[src/rtl/ppu_vram_arbiter.sv]
// rtl/ppu_vram_arbiter.sv - PPU VRAM arbiter: rendering fetches with strict priority over one buffered CPU access.
// Optional starvation guard enabled by defining PPU_ARB_STARVE_GUARD_EN.
module ppu_vram_arbiter (
    input  logic        clk,
    input  logic        rst,
    input  logic        ren_req,
    input  logic [13:0] ren_addr,
    output logic        ren_gnt,
    output logic        ren_rvalid,
    output logic [7:0]  ren_rdata,
    input  logic        cpu_req,
    input  logic        cpu_we,
    input  logic [13:0] cpu_addr,
    input  logic [7:0]  cpu_wdata,
    output logic        cpu_busy,
    output logic        cpu_rvalid,
    output logic [7:0]  cpu_rdata,
    output logic        vram_en,
    output logic        vram_we,
    output logic [13:0] vram_addr,
    output logic [7:0]  vram_wdata,
    input  logic [7:0]  vram_rdata,
    output logic        starve_evt
);

    typedef enum logic [1:0] {IDLE, PEND, RD_WAIT} state_t;

    state_t      state, state_nxt;
    logic        buf_we;
    logic [13:0] buf_addr;
    logic [7:0]  buf_wdata;
    logic [13:0] addr_q;
    logic [7:0]  wdata_q;
    logic        rd_q;
    logic        own_cpu_q;
    logic [7:0]  ren_rdata_q;
    logic [7:0]  cpu_rdata_q;
    logic        force_slot;
    logic        accept;
    logic        ren_issue;
    logic        cpu_issue;

`ifdef PPU_ARB_STARVE_GUARD_EN
    logic [5:0] starve_cnt;
    logic       force_q;

    // force_q arms one cycle after the counter hits 63, stealing exactly one slot from rendering
    always_ff @(posedge clk) begin
        if (rst) begin
            starve_cnt <= 6'd0;
            force_q    <= 1'b0;
        end else begin
            starve_cnt <= (state == PEND && !cpu_issue) ? starve_cnt + 6'd1 : 6'd0;
            force_q    <= (state == PEND) && !cpu_issue && (starve_cnt == 6'd63);
        end
    end

    assign force_slot = force_q;
`else
    assign force_slot = 1'b0;
`endif

    assign accept    = cpu_req && (state == IDLE) && !rst;
    assign ren_issue = ren_req && !rst && !force_slot;
    assign cpu_issue = (state == PEND) && !rst && (!ren_req || force_slot);

    always_ff @(posedge clk) begin
        if (rst) begin
            state <= IDLE;
        end else begin
            state <= state_nxt;
        end
    end

    always_comb begin
        state_nxt  = state;
        ren_gnt    = 1'b0;
        cpu_busy   = 1'b0;
        vram_en    = 1'b0;
        vram_we    = 1'b0;
        vram_addr  = addr_q;
        vram_wdata = wdata_q;
        ren_rvalid = 1'b0;
        cpu_rvalid = 1'b0;
        ren_rdata  = ren_rdata_q;
        cpu_rdata  = cpu_rdata_q;
        starve_evt = 1'b0;
        case (state)
            IDLE:    if (accept) state_nxt = PEND;
            PEND:    if (cpu_issue) state_nxt = buf_we ? IDLE : RD_WAIT;
            RD_WAIT: state_nxt = IDLE;
            default: state_nxt = IDLE;
        endcase
        if (!rst) begin
            ren_gnt    = ren_issue;
            cpu_busy   = (state != IDLE);
            vram_en    = ren_issue || cpu_issue;
            vram_we    = cpu_issue && buf_we;
            starve_evt = force_slot && cpu_issue;
            if (ren_issue) begin
                vram_addr = ren_addr;
            end else if (cpu_issue) begin
                vram_addr = buf_addr;
            end
            if (cpu_issue && buf_we) begin
                vram_wdata = buf_wdata;
            end
            ren_rvalid = rd_q && !own_cpu_q;
            cpu_rvalid = rd_q && own_cpu_q;
            // Read data is passed straight through in the rvalid cycle, then held from the register
            if (ren_rvalid) ren_rdata = vram_rdata;
            if (cpu_rvalid) cpu_rdata = vram_rdata;
        end else begin
            vram_addr  = 14'd0;
            vram_wdata = 8'd0;
            ren_rdata  = 8'd0;
            cpu_rdata  = 8'd0;
        end
    end

    always_ff @(posedge clk) begin
        if (rst) begin
            buf_we      <= 1'b0;
            buf_addr    <= 14'd0;
            buf_wdata   <= 8'd0;
            addr_q      <= 14'd0;
            wdata_q     <= 8'd0;
            rd_q        <= 1'b0;
            own_cpu_q   <= 1'b0;
            ren_rdata_q <= 8'd0;
            cpu_rdata_q <= 8'd0;
        end else begin
            if (accept) begin
                buf_we    <= cpu_we;
                buf_addr  <= cpu_addr;
                buf_wdata <= cpu_wdata;
            end
            if (vram_en) addr_q <= vram_addr;
            if (vram_we) wdata_q <= vram_wdata;
            rd_q      <= vram_en && !vram_we;
            own_cpu_q <= cpu_issue;
            if (ren_rvalid) ren_rdata_q <= vram_rdata;
            if (cpu_rvalid) cpu_rdata_q <= vram_rdata;
        end
    end

endmodule

[config.mk]
export PLATFORM = sky130hd
export DESIGN_NAME = ppu_vram_arbiter
export DESIGN_NICKNAME = d
export VERILOG_FILES = /design/src/rtl/ppu_vram_arbiter.sv
export SDC_FILE = /design/constraint.sdc
export NUM_CORES = 1
export LEC_CHECK = 0
export BUFFER_PORTS_ARGS = -buffer_cell sky130_fd_sc_hd__buf_2
export CAP_MARGIN = 20
export CORE_AREA = 2 2 95 97
export CTS_BUF_LIST = sky130_fd_sc_hd__clkbuf_16
export CTS_CLUSTER_SIZE = 20
export DETAILED_ROUTE_END_ITERATION = 8
export DIE_AREA = 0 0 97 99
export GPL_TIMING_DRIVEN = 0
export SETUP_SLACK_MARGIN = 0.02
export SLEW_MARGIN = 20
export SYNTH_ARGS = -nofsm -noshare
export SYNTH_HDL_FRONTEND = slang
export SYNTH_SLANG_ARGS = --single-unit
[constraint.sdc]
create_clock -name clk -period 2.58 [get_ports clk]
set_input_delay 0.129 -clock clk [delete_from_list [all_inputs] [get_ports clk]]
set_output_delay 0.129 -clock clk [all_outputs]
set_load 0.02 [all_outputs]
==> flow_metrics.tcl <==
set metrics [dict create \
    status "finished, final reports clean" \
    cts_inserted_buffers 9 \
    layout_setup_ws_ns 0.252 \
    start_util_pct 32.2 \
    whs_ns 0.0465 \
    setup_viol 0 \
    final_cell_mix "buf_2 (90), a21oi_1 (75), nand2_1 (71), dfxtp_1 (65), nand3_1 (25)" \
    antenna_found_initial 0 \
    drt_iter0_drc 69 \
    fillers 936 \
    power_frac_seq_pct 44.5 \
    post_cts_resized 0 \
    post-cts-setup-buffers 0 \
    drv_cap 0 \
    min_from "cpu_addr[2]" \
    cts_hold_buf 0 \
    tns_ns 0 \
    synthesis.area_um2 2750 \
    place_worst_setup_slack_ns 0.600 \
    worst-setup-path-type "reg -> out" \
    max_freq_ghz 0.430 \
    syn-mean-instance-area_um2 7.96 \
    routed_wl_um 7500 \
    fin_area_um2 3590 \
    synthesis.nets 395 \
    tightest_slew_ns 0.763 \
    grt_pass1_vias 2732 \
    dpl_cell_area_um2 3340 \
    cts_root_buffer "clkbuf_16" \
    drive_gt1_share_pct 26.8 \
    combPwrFrac_pct 12.5 \
    min-delay-path-class "in -> reg" \
    peakVddDrop_mv 0.319 \
    hold_viol_final 0 \
    num_rows 34 \
    clk_path_buf_depth 2 \
    synth.yosys.seq_area_share_pct 47.3 \
    core-area_um2 8550 \
    p_int_w 0.00180 \
    report.final.slew_viol_count 0 \
    synth_simple_gate_area_share_pct 21.2 \
    cts_tree "yes" \
    die_w_um 97 \
    rr_startpoint "state[0]" \
    fin_skew_ns 0.00524 \
    drtPass1Iterations 4 \
    max_slew_margin_pct 49.0 \
    critPathMaxFanout 10 \
    path_clk_slew_ns 0.05 \
    die_area_um2 9600 \
    dp_hpwl_um 5610 \
    worstHoldEndpoint "buf_addr[2]" \
    critPathLaunchType "register" \
    synth_compound_area_share_pct 23.9 \
    grt_pass1_wl_um 12800 \
    synth_xor_xnor_area_share_pct 0 \
    r2r_slack_ns 0.80 \
    grt_setup_unrepaired "false" \
    route.vias.total 2726 \
    vias_per_cell 4.87 \
    powerDensity_nw_per_um2 672 \
    die_y_um 99 \
    antenna_left 0 \
    syn2layout_area_growth_pct 30.5 \
    p_sw_w 0.000620 \
    grt.total_usage_pct 16.5 \
    end_kind "output port" \
    cp.required_ns 2.45 \
    synth_seq_cells 65 \
    overflow 0 \
    cts_sinks 65 \
    clock_latency_ns 0.32 \
    synth_mux_area_share_pct 0.364 \
    routedWlPerCell_um 13.4 \
    power_frac_clock_pct 43.0 \
    cp.arrival_ns 2.20 \
    reg2reg_to "wdata_q[3]" \
    rr_worst_depth 7 \
    port_buffers 90 \
    gp_congestion 0.727 \
    htreeDepth 3 \
    p_sw_share_pct 25.7 \
    netlist_instances 346 \
    period_needed_ns 2.33 \
    layout_commonest_cell "buf_2" \
    ys.flop_type "dfxtp_1" \
    finalNetCount 496 \
    io_pins 94 \
    synth_edf_count 0 \
    synth_fa_ha_area_share_pct 0 \
    hold_depth 3 \
    synth_cell_types 27 \
    grt_start_max_net_pins 11 \
    n_antenna_cell 0 \
    finalCritPeriodShare_pct 90.2 \
    yosysWarnings 0 \
    synth_top_family_by_area "compound AO/OA/AOI/OAI gates" \
    power_leakage_nw 1.53 \
    drc 0 \
    synth-async-reset-ratio_pct 0 \
]
==> per-layer routing <==
metal	global-route usage (%)	routed length (µm)
met1	21.1	3470
met2	27.0	3510
met3	4.96	481
met4	4.55	44
met5	0	0
==> flip-flops by register name (all words and copies together) (netlist names) <==
register	cells
buf_we	1
own_cpu_q	1
cpu_rdata_q	8
buf_addr	14
buf_wdata	8
rd_q	1
wdata_q	8
addr_q	14
state	2
ren_rdata_q	8
==> cells in the mapped netlist (5+ instances only) <==
master	count	share of area (%)
a2111oi_2	7	3.8
a21oi_1	75	14
a22oi_1	9	2.5
clkbuf_1	24	3.3
dfxtp_1	65	47
inv_1	7	0.95
nand2_1	71	9.7
nand2b_1	9	2.0
nand3_1	25	4.5
nor2_1	12	1.6
o21ai_0	11	2.0
o21ai_1	5	0.91
==> cell type report <==
type / instances / area, µm² / share of cell area [%]
buffer: 32 / 161 / 4.49
clock buffer: 9 / 225 / 6.27
clock inverter: 7 / 30.0 / 0.836
inverter: 8 / 35.0 / 0.975
multi-input combinational: 241 / 1250 / 34.9
sequential: 65 / 1300 / 36.2
tap: 108 / 135 / 3.76
timing repair buffer: 90 / 450 / 12.5
==> worst max path at each step <==
| stage | start | to | slack, ns |
|---|---|---|---|
| 5_1_grt | state[0] | vram_addr[2] | 0.13 |
| 6_report | state[0] | vram_wdata[3] | 0.25 |
| 4_1_cts | state[0] | vram_wdata[2] | 0.24 |
| 3_3_place_gp | state[0] | vram_wdata[3] | 0.62 |
| 3_5_place_dp | state[0] | vram_wdata[3] | 0.60 |
| 2_1_floorplan | state[0] | vram_addr[10] | 0.49 |
==> cells by family (layout without fill, tap and decap cells) <==
| family | Yosys count | after routing |
|---|---|---|
| simple gates | 129 | 129 |
| flops | 65 | 65 |
| buf+inv | 40 | 146 |
| mux | 1 | 1 |
| compound gates | 110 | 110 |
| other cells | 1 | 1 |
==> through the flow <==
step / instances / util [%] / power, W
final: 560 / 42.0 / 0.00242
after global routing: 560 / 42.0 / 0.00254
after CTS: 560 / 42.0 / 0.00245
after detailed placement: 544 / 39.0 / 0.00140
after global placement: 544 / 39.0 / 0.00140
after floorplan: 346 / - / 0.00129
==> power by group through the flow <==
stage               clock network, W  logic, W  registers [W]
finish                       0.00104  0.000302        0.00108
global route                 0.00111  0.000342        0.00108
CTS                          0.00107  0.000306        0.00108
detailed placement                 0  0.000305        0.00110
global placement                   0  0.000301        0.00110
floorplan                          0  0.000199        0.00109
==> critical path, stage by stage, from the launching register on <==
cell      delay (ns)
dfxtp_1         0.45
or4b_4          0.50
buf_6           0.15
clkinv_4        0.07
and2_1          0.12
buf_4           0.15
buf_6           0.14
o21ai_0         0.12
buf_2           0.18
(Power assumes the default switching activity.)
